$ cat config.mk
export PLATFORM = sky130hd
export DESIGN_NAME = fp_norm_round_pack
export DESIGN_NICKNAME = d
export VERILOG_FILES = /design/src/rtl/fp_norm_round_pack.sv
export SDC_FILE = /design/constraint.sdc
export NUM_CORES = 1
export LEC_CHECK = 0
export CAP_MARGIN = 10
export CORE_ASPECT_RATIO = 0.6
export CORE_MARGIN = 2
export CORE_UTILIZATION = 30
export DETAILED_ROUTE_END_ITERATION = 8
export GPL_TIMING_DRIVEN = 0
export PLACE_DENSITY_LB_ADDON = 0.15
export SYNTH_ARGS = -nofsm -noshare
export SYNTH_HDL_FRONTEND = slang
export SYNTH_SLANG_ARGS = --single-unit
$ cat constraint.sdc
create_clock -name clock -period 10.8 [get_ports clock]
set_input_delay 3.24 -clock clock [delete_from_list [all_inputs] [get_ports clock]]
set_output_delay 3.24 -clock clock [all_outputs]
set_load 0.05 [all_outputs]
$ cat src/rtl/fp_norm_round_pack.sv
// fp_norm_round_pack: back end of the FP MAC datapath.
// Stage 1 captures the adder sum and counts leading zeros, stage 2 normalises
// and adjusts the exponent, stage 3 rounds to nearest-even and packs an
// IEEE-754 single-precision result. A global hold freezes every register.
module fp_norm_round_pack #(
    parameter int MAG_W = 25,
    parameter int EXP_W = 8
) (
    input  logic                   clock,
    input  logic                   resetn,
    input  logic                   in_valid,
    input  logic                   in_sign,
    input  logic [EXP_W-1:0]       in_exp,
    input  logic [MAG_W-1:0]       in_mag,
    input  logic [1:0]             in_rs,
    input  logic                   hold,
    output logic                   out_valid,
    output logic [EXP_W+MAG_W-2:0] out_result,
    output logic                   out_zero,
    output logic                   out_ovf,
    output logic                   out_uf
);

    localparam int MANT_W = MAG_W - 1;          // mantissa incl. hidden one
    localparam int FRAC_W = MAG_W - 2;          // stored fraction
    localparam int E_W    = EXP_W + 2;          // exponent with sign + headroom
    localparam int LZ_W   = $clog2(MANT_W + 1);
    localparam logic [E_W-1:0] EXP_MAX = {2'b00, {EXP_W{1'b1}}};

    // Stage 1 registers
    logic                 s1_valid_q;
    logic                 s1_sign_q;
    logic [EXP_W-1:0]     s1_exp_q;
    logic [MAG_W-1:0]     s1_mag_q;
    logic [1:0]           s1_rs_q;
    logic [LZ_W-1:0]      s1_lz_q;
    logic [LZ_W-1:0]      s1_lz_d;

    // Stage 2 registers
    logic                 s2_valid_q;
    logic                 s2_sign_q,  s2_sign_d;
    logic [MANT_W-1:0]    s2_mant_q,  s2_mant_d;
    logic                 s2_r_q,     s2_r_d;
    logic                 s2_s_q,     s2_s_d;
    logic [E_W-1:0]       s2_exp_q,   s2_exp_d;
    logic                 s2_zero_q,  s2_zero_d;
    logic                 s2_uf_q,    s2_uf_d;
    logic [MAG_W-1:0]     s2_shifted;

    // Stage 3 (output) registers
    logic                 out_valid_q;
    logic [EXP_W+FRAC_W:0] out_result_q, s3_result_d;
    logic                 out_zero_q, s3_zero_d;
    logic                 out_ovf_q,  s3_ovf_d;
    logic                 out_uf_q,   s3_uf_d;
    logic                 s3_inc;
    logic [MANT_W:0]      s3_round;
    logic [E_W-1:0]       s3_exp;
    logic [FRAC_W-1:0]    s3_frac;

    // Leading-zero count of mag[23:0]; the highest set bit wins
    always_comb begin
        s1_lz_d = LZ_W'(MANT_W);
        for (int unsigned i = 0; i < MANT_W; i++) begin
            if (in_mag[i]) s1_lz_d = LZ_W'(MANT_W - 1 - i);
        end
    end

    // Normalise: right shift on carry-out, else left shift by the zero count
    always_comb begin
        s2_sign_d  = s1_sign_q;
        s2_mant_d  = '0;
        s2_r_d     = 1'b0;
        s2_s_d     = 1'b0;
        s2_exp_d   = '0;
        s2_zero_d  = 1'b0;
        s2_uf_d    = 1'b0;
        s2_shifted = '0;
        if (s1_mag_q == '0) begin
            s2_sign_d = 1'b0;
            s2_zero_d = 1'b1;
        end else if (s1_exp_q == '0) begin
            s2_zero_d = 1'b1;
            s2_uf_d   = 1'b1;
        end else if (s1_mag_q[MAG_W-1]) begin
            s2_mant_d = s1_mag_q[MAG_W-1:1];
            s2_r_d    = s1_mag_q[0];
            s2_s_d    = s1_rs_q[1] | s1_rs_q[0];
            s2_exp_d  = E_W'(s1_exp_q) + E_W'(1);
        end else begin
            // round bit travels up with the mantissa; sticky stays below
            s2_shifted = {s1_mag_q[MANT_W-1:0], s1_rs_q[1]} << s1_lz_q;
            s2_mant_d  = s2_shifted[MANT_W:1];
            s2_r_d     = s2_shifted[0];
            s2_s_d     = s1_rs_q[0];
            s2_exp_d   = E_W'(s1_exp_q) - E_W'(s1_lz_q);
            if (s2_exp_d[E_W-1] || (s2_exp_d == '0)) begin
                s2_zero_d = 1'b1;
                s2_uf_d   = 1'b1;
            end
        end
    end

    // Round to nearest-even, handle mantissa carry, overflow and packing
    always_comb begin
        s3_inc      = s2_r_q & (s2_s_q | s2_mant_q[0]);
        s3_round    = {1'b0, s2_mant_q} + {{MANT_W{1'b0}}, s3_inc};
        s3_exp      = s2_exp_q + {{(E_W-1){1'b0}}, s3_round[MANT_W]};
        // on carry the mantissa is 1.0, so bits MANT_W-1:1 are all zero
        s3_frac     = s3_round[MANT_W] ? s3_round[MANT_W-1:1] : s3_round[FRAC_W-1:0];
        s3_result_d = {s2_sign_q, s3_exp[EXP_W-1:0], s3_frac};
        s3_zero_d   = 1'b0;
        s3_ovf_d    = 1'b0;
        s3_uf_d     = 1'b0;
        if (s2_zero_q) begin
            s3_result_d = {s2_sign_q, {(EXP_W+FRAC_W){1'b0}}};
            s3_zero_d   = 1'b1;
            s3_uf_d     = s2_uf_q;
        end else if (s3_exp >= EXP_MAX) begin
            s3_result_d = {s2_sign_q, {EXP_W{1'b1}}, {FRAC_W{1'b0}}};
            s3_ovf_d    = 1'b1;
        end
    end

    // Pipeline registers: reset clears everything, hold freezes every stage
    always_ff @(posedge clock) begin
        if (!resetn) begin
            s1_valid_q   <= 1'b0;
            s1_sign_q    <= 1'b0;
            s1_exp_q     <= '0;
            s1_mag_q     <= '0;
            s1_rs_q      <= '0;
            s1_lz_q      <= '0;
            s2_valid_q   <= 1'b0;
            s2_sign_q    <= 1'b0;
            s2_mant_q    <= '0;
            s2_r_q       <= 1'b0;
            s2_s_q       <= 1'b0;
            s2_exp_q     <= '0;
            s2_zero_q    <= 1'b0;
            s2_uf_q      <= 1'b0;
            out_valid_q  <= 1'b0;
            out_result_q <= '0;
            out_zero_q   <= 1'b0;
            out_ovf_q    <= 1'b0;
            out_uf_q     <= 1'b0;
        end else if (!hold) begin
            s1_valid_q   <= in_valid;
            s1_sign_q    <= in_sign;
            s1_exp_q     <= in_exp;
            s1_mag_q     <= in_mag;
            s1_rs_q      <= in_rs;
            s1_lz_q      <= s1_lz_d;
            s2_valid_q   <= s1_valid_q;
            s2_sign_q    <= s2_sign_d;
            s2_mant_q    <= s2_mant_d;
            s2_r_q       <= s2_r_d;
            s2_s_q       <= s2_s_d;
            s2_exp_q     <= s2_exp_d;
            s2_zero_q    <= s2_zero_d;
            s2_uf_q      <= s2_uf_d;
            out_valid_q  <= s2_valid_q;
            if (s2_valid_q) begin
                out_result_q <= s3_result_d;
                out_zero_q   <= s3_zero_d;
                out_ovf_q    <= s3_ovf_d;
                out_uf_q     <= s3_uf_d;
            end
        end
    end

    assign out_valid  = out_valid_q;
    assign out_result = out_result_q;
    assign out_zero   = out_zero_q;
    assign out_ovf    = out_ovf_q;
    assign out_uf     = out_uf_q;

endmodule

==> impl_summary.txt, run 1 <==
----------------------------------------------------
[Place]
  Final RePlAce weighted congestion ... 0.945
  Half-perimeter wire length after placement ... 19500 um
  Count of input and output buffers ... 74

[Timing]
  Final cycle utilization of the critical path ... 47.7%
  Crit path time final ... 5.16 ns
  Worst rel slew slack ... 23.1%
  Actual slew at the worst max-slew pin ... 1.15 ns
  Setup violation total in the final timing report ... 0
  Count of pins over their slew limit ... 0
  Unrepaired setup endpoints after global routing ... false
  Post-route clock skew ... 0.0106 ns
  Setup_tns ... 0 ns
  Highest attainable clock frequency ... 194 MHz
  Final Hold Viols ... 0

[Drt]
  Initial drt markers ... 678
  WL final ... 25700 um
  Vias ... 6826
  DRC viols ... 0
  Vias per Instance ... 5.47
  Total iterations of the first detailed-routing run ... 8
  Post-DR wirelength/cell ... 20.6 um
  Antenna-violating nets left ... 0

[Die]
  Core area ... 23100 um2
  Die extent in y ... 123 um
  Area enclosed by the die boundary ... 24800 um2
  Die width ... 202 um
  Initial Util ... 30.6%
  IO Count ... 76
  Rows ... 43

[Global route]
  Sum of overflow across all layers after global routing ... 0
  Met2 GRT Util ... 28.0%
  First-pass GRT wire length ... 39200 um
  Global-route total usage across every layer ... 21.1%
  Global routing met1 resource utilization ... 32.4%
  Number of global-route vias before repair ... 6365
  Pin count of the biggest net entering global routing ... 17
  Met3 track demand over resource in global routing ... 5.87%
  Most utilized layer in the global route result ... met1
  Initial antenna violation count ... 0

[Power and ir drop]
  Switching power share of the total ... 27.9%
  Maximum ir drop on the vdd rail ... 0.112 mV
  Share of total power in sequential cells ... 38.2%
  Switching power ... 352 uW
  Leakage power total ... 0.00319 uW
  Design Power ... 1270 uW
  Clock power frac ... 46.6%
  Pwr/cell area ... 144 nW/um2
  Design internal power ... 913 uW
  Combinational Power Share ... 15.2%

[Logic synthesis]
  Count of cell types in the netlist ... 72
  Post-synthesis instance area ... 7050 um2
  Synthesized area per cell ... 8.51 um2
  Cells taking the most area after synthesis ... sky130_fd_sc_hd__dfxtp_1, sky130_fd_sc_hd__mux2i_1, sky130_fd_sc_hd__mux4_2
  Net count of the mapped netlist ... 881
  Top cell type's share of synthesized area ... 33.5%
  Number of instances in the synthesized netlist ... 829
  Sequential cell area fraction in the yosys report ... 33.5%
  #FFs+latches synth ... 118
  Warning count from the yosys run ... 0
  Most used standard cell by instance count after synthesis ... sky130_fd_sc_hd__dfxtp_1
  Async S/R FF share, synth ... 0%
  Leading register cell type out of synthesis ... sky130_fd_sc_hd__dfxtp_1
  Post-synth top cells ... sky130_fd_sc_hd__dfxtp_1, sky130_fd_sc_hd__nor2_1, sky130_fd_sc_hd__nand2_1
  Number of flops mapped to enable cells by yosys ... 0
  Cell type contributing the most total cell area after synthesis ... sky130_fd_sc_hd__dfxtp_1

[CTS]
  Maximum clock insertion buffer count ... 2
  Hold Buf Count CTS ... 0
  Maximum level of the CTS H-tree ... 4
  Setup repair bufs after CTS ... 0
  # resized after CTS ... 0
  Clock tree from TritonCTS ... built
  Master cell of the clock root buffer ... sky130_fd_sc_hd__clkbuf_16
  Skew-Pair Late Insertion Delay ... 0.43 ns
  Clock sinks ... 118
  Clock transition at the registers of the reported paths ... 0.06 ns
  CTS Buf Count ... 17

[Critical path]
  Startpoint class of the critical path ... input pin
  Data required time at the worst endpoint ... 11.06 ns
  Slack of the worst reg-to-reg path ... 6.70 ns
  Biggest fanout along the worst timing path ... 10
  Crit Path Category ... input pin to flip-flop
  Endpoint type of the worst setup path ... flip-flop
  Arrival time reported for the critical path endpoint ... 5.42 ns

[Flow run]
  Max capacitance violation total ... 0

[Run status]
  Status ... completed

[Layout]
  Number of inserted filler cells in the final layout ... 2392
  Final antenna diode count ... 0
  Layout overhead on the synthesized area ... 24.6%
  Final net count ... 974
  Fraction of final layout cells with drive strength greater than 1 ... 9.64%

[Worst hold path]
  Worst min path class ... flip-flop to flip-flop

----------------------------------------------------
## layer usage
metal  share of wire [%]  vias to the layer above
li1                    -                     3235
met1                  52                     3275
met2                  38                      280
met3                 8.5                       36
met4                 1.5                        0
met5                   0                        -
## sequential cells by signal, summed over array words and instances, names as in the netlist, 2 cells and up
| register | flops |
|---|---|
| s1_mag_q | 25 |
| s1_rs_q | 2 |
| s2_exp_q | 10 |
| s1_exp_q | 8 |
| s1_lz_q | 5 |
| out_result | 32 |
| s2_mant_q | 24 |
## placed cells by master (no fill, tap or decap), types with 13 or more instances in the layout
cell                              Yosys  routed
sky130_fd_sc_hd__clkbuf_1            34      37
sky130_fd_sc_hd__mux4_2              21      21
sky130_fd_sc_hd__a21oi_1             45      45
sky130_fd_sc_hd__inv_1               16      16
sky130_fd_sc_hd__nor2_1              97      97
sky130_fd_sc_hd__clkbuf_16            0      17
sky130_fd_sc_hd__xor2_1              21      21
sky130_fd_sc_hd__nand2_1             95      95
sky130_fd_sc_hd__o21ai_1             20      20
sky130_fd_sc_hd__buf_2               15      15
sky130_fd_sc_hd__dfxtp_1            118     118
sky130_fd_sc_hd__clkdlybuf4s50_1      0      74
sky130_fd_sc_hd__o21ai_0             38      38
sky130_fd_sc_hd__a22oi_1             19      19
sky130_fd_sc_hd__nor3_1              13      13
sky130_fd_sc_hd__xnor2_1             13      13
sky130_fd_sc_hd__nand3_1             30      30
sky130_fd_sc_hd__mux2i_1             56      56
## per-stage QoR
| step | setup WS, ns | util, % | cells | hold WS [ns] | cell area [um2] |
|---|---|---|---|---|---|
| finish | 5.64 | 38.1 | 1249 | 0.446 | 8790 |
| global route | 5.58 | 38.1 | 1249 | 0.464 | 8790 |
| CTS | 5.70 | 38.1 | 1249 | 0.453 | 8790 |
| detailed placement | 5.24 | 35.5 | 1218 | 0.445 | 8190 |
| global placement | 5.18 | 35.5 | 1218 | 0.440 | 8190 |
| floorplan | 6.19 | - | 829 | 0.432 | 7050 |
## kinds of logic after synthesis
kind of cell / count (synthesis) / synth area share [%]
flip-flops: 118 / 33.5
buffers and inverters: 74 / 4.74
XOR/XNOR: 34 / 4.22
adder cells (fa/ha/maj): 12 / 2.24
AND/OR/NAND/NOR: 298 / 19.6
AO/OA/AOI/OAI: 205 / 19.3
multiplexers: 88 / 16.4
## power by group through the flow
| stage | sequential (uW) | combinational [uW] | clock [uW] |
|---|---|---|---|
| 6_report | 483 | 192 | 590 |
| 4_1_cts | 482 | 188 | 600 |
| 5_1_grt | 485 | 207 | 623 |
| 3_5_place_dp | 491 | 187 | 0 |
| 2_1_floorplan | 481 | 122 | 0 |
| 3_3_place_gp | 491 | 188 | 0 |
## critical path, cell delays in order
cell	delay, ns
sky130_fd_sc_hd__clkdlybuf4s50_1	0.61
sky130_fd_sc_hd__inv_1	0.24
sky130_fd_sc_hd__clkbuf_1	0.48
sky130_fd_sc_hd__clkbuf_1	0.65
sky130_fd_sc_hd__nor2_1	0.20
## layout make-up
| class | count | area [um2] | area share (%) |
|---|---|---|---|
| multi-input combinational | 637 | 4360 | 49.6 |
| sequential | 118 | 2360 | 26.9 |
| timing repair buffer | 74 | 741 | 8.43 |
| clock buffer | 23 | 478 | 5.44 |
| tap | 315 | 394 | 4.48 |
| buffer | 55 | 263 | 2.99 |
| clock inverter | 8 | 123 | 1.40 |
| inverter | 19 | 71.3 | 0.812 |
## final timing paths
| path | start | to | depth (start not counted) |
|---|---|---|---|
| setup / recovery | resetn | s1_mag_q[24] | 5 |
| hold / removal | out_result[1] | out_result[1] | 2 |
| setup reg to reg | s2_mant_q[0] | out_result[15] | 17 |
| hold reg to reg | out_result[1] | out_result[1] | 2 |
(Power assumes the default switching activity.)
==> run 2, diff against run 1 <==
==> constraint.sdc (replaced) <==
create_clock -name clock -period 5.3 [get_ports clock]
set_input_delay 1.59 -clock clock [delete_from_list [all_inputs] [get_ports clock]]
set_output_delay 1.59 -clock clock [all_outputs]
set_load 0.05 [all_outputs]
==> results of run 2 <==
The final DEF is identical to that of run 1. Status: completed.
Among the figures that moved: setup slack after placement 5.24 ns -> 1.21 ns; clock-pin slew on the worst setup and hold paths 0.06 ns -> 0.05 ns; setup slack after layout 5.64 ns -> 1.20 ns; start point of the critical path resetn -> s2_mant_q[0]; end point of the critical path s1_mag_q[24] -> out_result[15]; register-to-register setup slack 6.70 ns -> 1.20 ns; total power 1270 uW -> 2580 uW; worst IR drop on VDD 0.112 mV -> 0.229 mV
